### config.mk
export PLATFORM = sky130hd
export DESIGN_NAME = fetch_stage
export DESIGN_NICKNAME = d
export VERILOG_FILES = /design/src/rtl/riscv_pkg.sv /design/src/rtl/if_id_reg.sv /design/src/rtl/fetch_stage.sv
export SDC_FILE = /design/constraint.sdc
export NUM_CORES = 1
export LEC_CHECK = 0
export ABC_AREA = 1
export CORE_MARGIN = 8
export CORE_UTILIZATION = 50
export DETAILED_ROUTE_END_ITERATION = 6
export MAX_ROUTING_LAYER = met4
export PLACE_DENSITY = 0.85
export SKIP_LAST_GASP = 1
export SLEW_MARGIN = 20
export SYNTH_ARGS = -nofsm -noshare
export SYNTH_HDL_FRONTEND = slang
export SYNTH_SLANG_ARGS = --single-unit
### constraint.sdc
create_clock -name clk -period 2.82 [get_ports clk]
set_clock_uncertainty 0.05 [all_clocks]
set_input_delay 0.423 -clock clk [delete_from_list [all_inputs] [get_ports clk]]
set_output_delay 0.423 -clock clk [all_outputs]
set_load 0.02 [all_outputs]
### src/rtl/riscv_pkg.sv
// Shared definitions for the instruction-fetch slice.
//   fetch_state_t : fetch FSM states (BOOT, RUN, HALT)
//   EBREAK_INSTR  : encoding of EBREAK; loading it halts fetch
package riscv_pkg;

    typedef enum logic [1:0] {
        ST_BOOT = 2'd0,
        ST_RUN  = 2'd1,
        ST_HALT = 2'd2
    } fetch_state_t;

    localparam logic [31:0] EBREAK_INSTR = 32'h0010_0073;

endpackage

### src/rtl/if_id_reg.sv
// IF/ID pipeline register with valid/ready handshake and flush.
// Ports:
//   clk, rst       : clock, synchronous active-high reset
//   flush_i        : drop the held entry (wins over load)
//   load_i         : capture pc_i/instr_i and mark valid
//   ready_i        : consumer accepts the held entry this cycle
//   pc_i, instr_i  : incoming fetch result
//   valid_o, pc_o, instr_o : held entry
module if_id_reg #(
    parameter int WIDTH = 32
) (
    input  logic             clk,
    input  logic             rst,
    input  logic             flush_i,
    input  logic             load_i,
    input  logic             ready_i,
    input  logic [WIDTH-1:0] pc_i,
    input  logic [WIDTH-1:0] instr_i,
    output logic             valid_o,
    output logic [WIDTH-1:0] pc_o,
    output logic [WIDTH-1:0] instr_o
);

    logic             valid_q;
    logic [WIDTH-1:0] pc_q;
    logic [WIDTH-1:0] instr_q;

    always_ff @(posedge clk) begin
        if (rst) begin
            valid_q <= 1'b0;
            pc_q    <= '0;
            instr_q <= '0;
        end else if (flush_i) begin
            // pc/instr are left as-is; they are meaningless once valid drops
            valid_q <= 1'b0;
        end else if (load_i) begin
            valid_q <= 1'b1;
            pc_q    <= pc_i;
            instr_q <= instr_i;
        end else if (valid_q && ready_i) begin
            valid_q <= 1'b0;
        end
    end

    assign valid_o = valid_q;
    assign pc_o    = pc_q;
    assign instr_o = instr_q;

endmodule

### src/rtl/fetch_stage.sv
// Instruction fetch stage: PC register, boot/run/halt FSM, and IF/ID register.
// Instruction memory is read asynchronously, so an address presented in one
// cycle lands in IF/ID at the next rising edge.
// Ports:
//   clk, rst                  : clock, synchronous active-high reset
//   imem_addr, imem_read_en   : word address / read enable to instruction memory
//   imem_instr                : asynchronous read data
//   redirect_valid/_pc        : branch/jump/trap redirect (highest priority)
//   if_valid/if_ready         : IF/ID handshake toward decode
//   if_pc, if_instr           : held instruction and its PC
//   halted                    : fetch stopped after EBREAK
//   fetch_count               : load counter, only when FETCH_PERF_CNT_EN is defined
module fetch_stage
    import riscv_pkg::*;
#(
    parameter int               WIDTH        = 32,
    parameter int               ADDRESS_SIZE = 10,
    parameter logic [WIDTH-1:0] RESET_PC     = '0
) (
    input  logic                    clk,
    input  logic                    rst,
    output logic [ADDRESS_SIZE-1:0] imem_addr,
    output logic                    imem_read_en,
    input  logic [WIDTH-1:0]        imem_instr,
    input  logic                    redirect_valid,
    input  logic [WIDTH-1:0]        redirect_pc,
    output logic                    if_valid,
    input  logic                    if_ready,
    output logic [WIDTH-1:0]        if_pc,
    output logic [WIDTH-1:0]        if_instr,
    output logic                    halted
`ifdef FETCH_PERF_CNT_EN
    ,
    output logic [31:0]             fetch_count
`endif
);

    fetch_state_t     state_q;
    logic             halted_q;
    logic [WIDTH-1:0] pc_q, pc_d;
    logic             load;
    logic             is_ebreak;

    assign load      = (state_q == ST_RUN) && (!if_valid || if_ready) && !redirect_valid;
    assign is_ebreak = (imem_instr == WIDTH'(EBREAK_INSTR));

    always_comb begin
        pc_d = pc_q;
        if (redirect_valid)
            pc_d = redirect_pc & ~WIDTH'(3);   // targets are word aligned
        else if (load)
            pc_d = pc_q + WIDTH'(4);
    end

    always_ff @(posedge clk) begin
        if (rst) begin
            state_q  <= ST_BOOT;
            halted_q <= 1'b0;
            pc_q     <= RESET_PC;
        end else begin
            pc_q <= pc_d;
            if (redirect_valid) begin
                // a redirect overrides any EBREAK seen in the same cycle
                state_q  <= ST_RUN;
                halted_q <= 1'b0;
            end else begin
                case (state_q)
                    ST_BOOT: state_q <= ST_RUN;
                    ST_RUN: if (load && is_ebreak) begin
                        state_q  <= ST_HALT;
                        halted_q <= 1'b1;
                    end
                    default: ;
                endcase
            end
        end
    end

    assign imem_addr    = pc_q[ADDRESS_SIZE+1:2];
    assign imem_read_en = load;
    assign halted       = halted_q;

    if_id_reg #(.WIDTH(WIDTH)) u_if_id (
        .clk     (clk),
        .rst     (rst),
        .flush_i (redirect_valid),
        .load_i  (load),
        .ready_i (if_ready),
        .pc_i    (pc_q),
        .instr_i (imem_instr),
        .valid_o (if_valid),
        .pc_o    (if_pc),
        .instr_o (if_instr)
    );

`ifdef FETCH_PERF_CNT_EN
    logic [31:0] fetch_count_q;
    always_ff @(posedge clk) begin
        if (rst)
            fetch_count_q <= '0;
        else if (load)
            fetch_count_q <= fetch_count_q + 32'd1;
    end
    assign fetch_count = fetch_count_q;
`endif

endmodule
Word level (Yosys, flattened, before mapping):

Cells that the tools add are included.

* output and inout port bits: 77
* bits in registers: 100
* input port bits: 68
* logic and storage cells: 38

* reduce and logical (&&, ||, !) cells: 17
* mux-type cells: 7
* add/subtract/negate cells: 1
* bitwise gates (word level): 1
* eq/ne operators: 4

Operators with widths (count)
* two-way mux 32 bit: 2
* adder 32 x 3 -> 32 bit (second input constant): 1
* == test 32 x 21 -> 1 bit (second input constant): 1
* AND reduction 2 bit: 4
* nonzero test 2 bit: 3
* logical AND 1 bit: 4
* one-hot mux 2 bit (2 select lines): 1
* two-way mux 1 bit: 3
* inequality test 3 x 2 -> 1 bit (second input constant): 1
* nonzero test 3 bit: 1
* == test 2 x 1 -> 1 bit (second input constant): 1
* zero test 1 bit: 2
* zero test 2 bit: 1
* two-way mux 2 bit: 1
* inequality test 2 x 1 -> 1 bit (second input constant): 1
* OR reduction 2 bit: 1
* logical OR 1 bit: 1
* inverter 1 bit: 1

Longest topological paths before layout:

Gate-level depths: netlist of run 1.

* depth after elaboration: 8
* depth in mapped cells: 11
* mapped depth without buffers: 11

Cells and area by module:

A second synthesis of run 1 with hierarchy kept.

* cell total of the unflattened synthesis: 847
* area total of the unflattened synthesis: 5427.7 um^2

Modules (own cells, without submodules)
* if_id_reg: area each 2829.0 um^2, seq. area each 1301.2 um^2, cells an instance 420, times used 1
* fetch_stage: area each 2598.7 um^2, seq. area each 660.6 um^2, cells an instance 427, times used 1

Worst setup path before layout of run 1:

OpenSTA, ideal clock, no wires.

* path kind: reg-to-output
* start: register u_if_id.valid_q, in the netlist u_if_id.valid_o
* end: output port imem_read_en
* required time: 2.347 ns
* arrival: 1.156 ns
* setup slack: 1.191 ns
* cell stages (with the launch flop): 8
* path buffers: 2
* cells stage by stage: dfxtp_1 inv_1 nor2_4 nor2_8 nand2_4 inv_2 buf_6 buf_2

* cells in the longest elaborated chain, start to end: 4

RTL lines
* start: declaration: RTL line if_id_reg.sv:24 `logic valid_q;`
* start signal: assignment: RTL line if_id_reg.sv:30 `valid_q <= 1'b0;`
* start signal: assignment: RTL line if_id_reg.sv:35 `valid_q <= 1'b0;`
* start signal: assignment: RTL line if_id_reg.sv:37 `valid_q <= 1'b1;`
* zero test 1 bit: RTL line fetch_stage.sv:44 `assign load = (state_q == ST_RUN) && (!if_valid || if_ready) && !redirect_valid;`
* logical OR 1 bit: RTL line fetch_stage.sv:44
* logical AND 1 bit (2 in a row): RTL line fetch_stage.sv:44
* end: declaration: RTL line fetch_stage.sv:23 `output logic imem_read_en,`

Every way passes these cells.

Worst setup path after layout of run 1:

* start: input port if_ready
* end: output port imem_read_en

* cells in the longest elaborated chain, start to end: 3

RTL lines
* start: declaration: RTL line fetch_stage.sv:28 `input logic if_ready,`
* logical OR 1 bit: RTL line fetch_stage.sv:44
* logical AND 1 bit (2 in a row): RTL line fetch_stage.sv:44

Every way passes these cells.

==> results, run 1 <==
- Counting I/O delays and the setup requirement, the final critical path takes 2430 ps.
- Summed over all cells, the static leakage comes to 2.36 nW.
- In this run the core area contains 35 standard-cell rows.
- The total clock buffers created by CTS is 9.
- The die boundary height is 112 um.
- After synthesis the netlist holds a flip-flop and latch count of 96.
- Each instance of the synthesized netlist takes up on average 6.80 sq um.
- The critical path ends at imem_read_en.
- Summed over all failing endpoints, the final setup total negative slack is 0 ps.
- The detailed placer's ending HPWL is roughly 10 mm.
- The critical path is of the primary input to output pin type.
- The first detailed-routing pass took 5 iterations.
- The share of the Yosys chip area taken by registers is 0.416.
- The number of global-route vias before repair is roughly 4600.
- The max-slew violation count is 0.
- The total number of clock tree sinks is 96.
- The number of cells traversed by the worst register-to-register path is 9.
- The worst setup path is captured at an output pin.
- The final RePlAce weighted congestion is ~0.93.
- The number of unique standard cell types used by synthesis is 35.
- The final worst-path cycle share is 0.861.
- The number of instances in the synthesized netlist is 680.
- In this run the cell area of the synthesized design comes to 4620 sq um.
- The max capacitance violation total is 0.
- The die is 112 um wide.
- The remaining antenna violation count is 0.
- The clock edge transition at the registers on the reported setup and hold paths is 100 ps.
- The initial core utilization is 0.508.
- Summed over all layers, the routed wires come to 14.2 mm.
- The full die area is 12600 sq um.
- Setup violations remaining at the end of the flow were counted as 0.
- The startpoint of the most critical register-to-register path is u_if_id.valid_o.
- Setup repair after global routing left no endpoint under its margin.
- The vias after detailed routing is 4838.
- The CTS tree is yes.
- Of the cells placed in the final design, the portion with a size suffix greater than 1 is 0.0613.
- The instance count along the most critical hold path is 2.
- The number of inserted diodes is 0.
- The tightest min-delay check is of the flip-flop to flip-flop type.
- The overall routing resource usage is 0.227.
- The worst hold slack is 406 ps.
- The maximum clock frequency is 412 MHz.
- The number of gates resized after CTS is 0.
- Pin placement for this block handled 145 I/O pins.
- Dividing the detail-routed wire length by the instance count gives 15.6 um.
- In the synthesized netlist the dominant register cell turns out to be dfxtp_1.
- The worst register-to-register path has a setup slack of 650 ps.
- The total core area is about 9000 sq um.
- The critical path starts at if_ready.
- In this run the tightest slew margin relative to its limit is 0.346.
- The clock tree synthesis step divided the H-tree into 3 levels.
- Along the worst path, the maximum fanout reaches 10.
- At the worst endpoint, the arrival time is 1950 ps.
- Input and output buffers added on the ports amount to 140.
- In the final design database the tool counted 864 nets.
- The largest vdd supply drop is 0.249 mV.
- For the worst-skew pair, the clock arrives at the later sink with an insertion delay of approximately 360 ps.
- The data required time of the critical path is 2350 ps.
- For this run, design rule violations remaining after detail routing come to 0.
- The number of enable flip-flop cells after synthesis is 0.
- The clock root buffer is clkbuf_8.
- The async set or reset register ratio after synthesis is 0.
- The detailed router finished its first iteration with slightly below 400 violations.
- The nature of the critical path startpoint is a primary input.
- The number of warnings reported in the yosys synthesis log is 0.
- The initial antenna violation count was 0.
- The synthesis-to-layout area growth is 33.1%.
- The worst register-to-register path ends at pc_q[30].
- The maximum buffer depth of the clock tree is 2.
- The post-CTS setup buffer count is 0.
- In this run the power density over the cells is 476 nW/um^2.
- The total overflow reported by the global router is 0.
- The number of failing hold endpoints at the final stage is 0.
- Entering global routing, the biggest net connects 85 pins.
- The flow ran to the end, and the final reports show no timing, DRC or antenna violations.
- The number of hold-repair buffers added at the cts stage is 0.
- The slew at the pin closest to its max-slew limit is 980 ps.
- The via count normalized by instance count is ~5.3.
- The first global-routing pass estimated 23.0 mm of wire.
## worst max-delay path, stage by stage
cell and delay [ps]:
clkdlybuf4s50_1 500, nor2_4 70, nor2_8 200, nand2_4 70
inv_2 80, clkdlybuf4s50_1 610
## metal layers
| metal | track usage | share of wire | vias to the layer above |
|---|---|---|---|
| li1 | - | - | 2390 |
| met1 | 0.277 | 0.44 | 2243 |
| met2 | 0.368 | 0.48 | 182 |
| met3 | 0.0419 | 0.066 | 23 |
| met4 | 0.0845 | 0.022 | 0 |
| met5 | - | 0 | - |
## cell type report
cell class                 count  area [sq um]
fill                         797          2950
multi-input combinational    493          2260
sequential                    96          1920
timing repair buffer         147          1460
inverter                      48           180
tap                          111           139
clock buffer                  10           128
clock inverter                 6          65.1
## worst min path at each step
stage / from / slack [ps] / to
final: halted / 410 / halted
after global routing: u_if_id.instr_o[30] / 440 / u_if_id.instr_o[30]
after CTS: halted / 410 / halted
after detailed placement: halted / 390 / halted
after global placement: halted / 390 / halted
after floorplan: state_q[1] / 390 / state_q[1]
## cell usage after synthesis, types with 4 or more instances
cell	instances	area, sq um
a21oi_1	64	320
a31oi_1	9	56.3
buf_2	12	60.1
buf_4	17	128
clkbuf_1	9	33.8
dfxtp_1	96	1920
inv_1	45	169
nand2_1	209	785
nand2_2	8	50.1
nand3_1	26	130
nand3b_1	6	45.0
nand4_1	9	56.3
nor2_1	89	334
nor2_2	7	43.8
nor2_4	4	45.0
nor3_1	8	40.0
o21a_1	7	52.6
o21ai_0	28	140
xnor2_1	4	35.0
## registers in the layout, indices dropped and copies added, names as in the netlist
name and flops:
u_if_id.pc_o 30, pc_q 30, state_q 2, u_if_id.instr_o 32
halted 1, u_if_id.valid_o 1
## placed cells by master, fill, tap and decap left out, drive strengths merged, types with 2 or more instances in the layout
cell type,n
xnor2,4
nand4,9
nor2,101
conb,2
clkinv,2
clkdlybuf4s50,139
nand3b,6
buf,8
a21oi,64
dfxtp,96
inv,50
clkbuf,10
nand2,218
o21a,7
nor3,8
nand3,26
o21ai,30
a31oi,9
a211oi,2
## cells by family after synthesis
group | share of synthesized area
AO/OA/AOI/OAI | 0.135
XOR/XNOR | 0.00947
adder cells (fa/ha/maj) | 0.00271
buffers and inverters | 0.0966
flip-flops | 0.416
other | 0.000811
AND/OR/NAND/NOR | 0.340
## power breakdown
part | internal [W] | switching (W)
combinational | 0.000248 | 0.000281
sequential | 0.00143 | 0.0000629
clock | 0.000414 | 0.000498
## stage by stage
step / power (W) / worst slack, ps / instance area, sq um / cells / utilization
after floorplan: 0.00180 / 1190 / 4630 / 681 / -
after detailed placement: 0.00205 / 180 / 5960 / 895 / 0.655
after global routing: 0.00306 / 312 / 6150 / 911 / 0.676
after CTS: 0.00294 / 387 / 6150 / 911 / 0.676
final: 0.00293 / 393 / 6150 / 911 / 0.676
after global placement: 0.00203 / 255 / 5960 / 895 / 0.655
(Power assumes the default switching activity.)
==> run 2: changes to the inputs <==
Settings changed: TNS_END_PERCENT set to 50.
==> results of run 2 <==
Same layout as run 1: the final DEF is identical, and so are final timing and power.
==> run 3: changes to the inputs <==
Settings changed: TNS_END_PERCENT 50 to unset.
==> results of run 3 <==
Same layout as run 1: the final DEF is identical, and so are final timing and power.
==> RTL edit: new RTL, flow settings as in run 1 <==
The option `FETCH_PERF_CNT_EN` is turned on by a define.
--- a/src/rtl/fetch_stage.sv
+++ b/src/rtl/fetch_stage.sv
@@ -10,6 +10,8 @@
 //   if_pc, if_instr           : held instruction and its PC
 //   halted                    : fetch stopped after EBREAK
 //   fetch_count               : load counter, only when FETCH_PERF_CNT_EN is defined
+`define FETCH_PERF_CNT_EN
+
 module fetch_stage
     import riscv_pkg::*;
 #(
Check against the original RTL (old outputs only; new: fetch_count): equivalent (equiv_simple and equiv_induct, registers matched by name and starting in step).
==> RTL edit against run 1 <==
Power rose by 68%. Sequential cell count rose by 32. Synthesized area rose by 44%. Register-to-register slack improved by 0.15 ns. Utilization rose by 1.3 points. First-iteration DRC count rose by 55%. Setup slack got worse by 0.019 ns. Cell count rose by 50%. Design area rose by 46%. Sequential power rose by 33%. Wire length rose by 45%. Largest cell class unchanged.
==> RTL edit: results (changes against run 1) <==
Outcome -> finished, final reports clean
Clock Tree Root -> clkbuf_16
Final GP Congestion -> 0.9196 (-1.4%)
Sw Ratio -> 25.01% (-3.7 points)
Clock buffer depth -> 2 (unchanged)
DRT iter0 DRCs -> 611 (+55%)
Slew margin rel. -> 51.24% (+17 points)
Vias -> 7184 (+48%)
Part of the Yosys area used for sequential elements -> 38.59% (-3.0 points)
HPWL after DPL -> 14.63 mm (+40%)
Worst EP arrival -> 1.97 ns (+0.02 ns)
Share of cells above drive strength 1 -> 7.221% (+1.1 points)
Synth Area in Compound Gates -> 11.76% (-1.7 points)
Number of fill cells -> 1104 (+39%)
Leak -> 3.369 nW (+43%)
Worst skew pair latency -> 0.42 ns (+0.06 ns)
DR pass1 iterations -> 5 (unchanged)
Cells after synthesis -> 1027 (+51%)
Antenna diode count -> 0 (unchanged)
Adder-cell area share of the yosys netlist -> 0.3769% (+0.11 points)
Post-synth cell types -> 35 (unchanged)
H-tree depth -> 4 (+1)
CTS clk-pin slew, worst paths -> 0.06 ns (-0.04 ns)
Maximum fanout along the worst path -> 7 (-3)
Non-Filler Instances -> 1367 (+50%)
Maximum number of pins on one net before global-route repair -> 105 (+24%)
Initial antenna violation count -> 0 (unchanged)
Port buffer count -> 172 (+23%)
Max stage delay on crit path -> 0.65 ns (+0.04 ns)
Multiplexer share of the synthesized area -> 0% (unchanged)
Synth Area in XOR/XNOR -> 0.5276% (-0.42 points)
CTS Buf Count -> 17 (+8)
Nets -> 1248 (+44%)
GRT Util Overall -> 24.12% (+1.4 points)
Maximum vdd drop -> 469.3 uV (+88%)
Vias in the first global route -> 6850 (+48%)
DR WL/cell -> 15.14 um (-3.1%)
Ranking of synthesized cells by area -> dfxtp_1 39%, nand2_1 16%, nor2_1 12%, a21oi_1 5.0%, o21ai_0 5.0%
Worst hold path type -> reg2reg
Global-route wire length before repair -> 33.43 mm (+45%)
Post-synth top cells -> 276 x nand2_1, 205 x nor2_1, 128 x dfxtp_1
Placed Cells -> 1335 (+49%)
RTL edit: cell count changes after synthesis, sizes merged, moves of 10 or more:
cell and change:
clkbuf +10, nand3 +34, nor2 +126, o21ai +38
nand2 +68, inv +32, dfxtp +32
RTL edit: cell type report:
class                      count  area share, %
clock inverter                 8          1.402
clock buffer                  24          5.565
multi-input combinational    768          38.75
sequential                   128          28.42
tap                          176          2.442
timing repair buffer         183          20.09
inverter                      80          3.331
RTL edit: worst min-delay path, cell delays in order (launching register included):
cell and delay, ns:
dfxtp_1 0.31, inv_1 0.04, a21oi_1 0.05
RTL edit: path summary, 6_finish.rpt:
path,from,end,slack [ns],cells past startpoint
hold reg to reg,halted,halted,0.41,2
hold / removal,halted,halted,0.41,2
setup reg to reg,state_q[0],fetch_count[13],0.80,12
setup / recovery,if_ready,imem_read_en,0.37,6
RTL edit: kinds of logic after synthesis:
group	Yosys count
and+or+nand+nor	610
AOI/OAI and AO/OA	150
buffers and inverters	132
DFF	128
xor gates and xnor gates	4
adders and majority gates	2
other	1
RTL edit: stage by stage:
stage          power (mW)  instance area, um^2  util [%]  hold slack, ns  setup slack, ns
2_1_floorplan       2.334                 6644         -          0.4073            1.149
3_3_place_gp        2.620                 8388     64.10          0.3874           0.2838
3_5_place_dp        2.630                 8388     64.10          0.3967           0.2365
4_1_cts             4.927                 9016     68.90          0.4055           0.3533
5_1_grt             5.077                 9016     68.90          0.4390           0.2754
6_report            4.915                 9016     68.90          0.4051           0.3744
RTL edit: per-layer routing:
metal  global-route usage [%]  vias to the layer above  wire length, um
met3                    6.326                       54             1420
li1                         -                     3574                -
met1                    26.67                     3291             8521
met2                    39.81                      265            10030
met4                    11.62                        0              716
met5                        -                        -                0
RTL edit: power by group through the flow:
stage	clock network, mW	logic, mW	registers [mW]
after floorplan	0	0.273	2.06
after global placement	0	0.615	2.01
after detailed placement	0	0.622	2.01
after CTS	2.33	0.629	1.97
after global routing	2.41	0.677	1.99
final	2.31	0.628	1.98
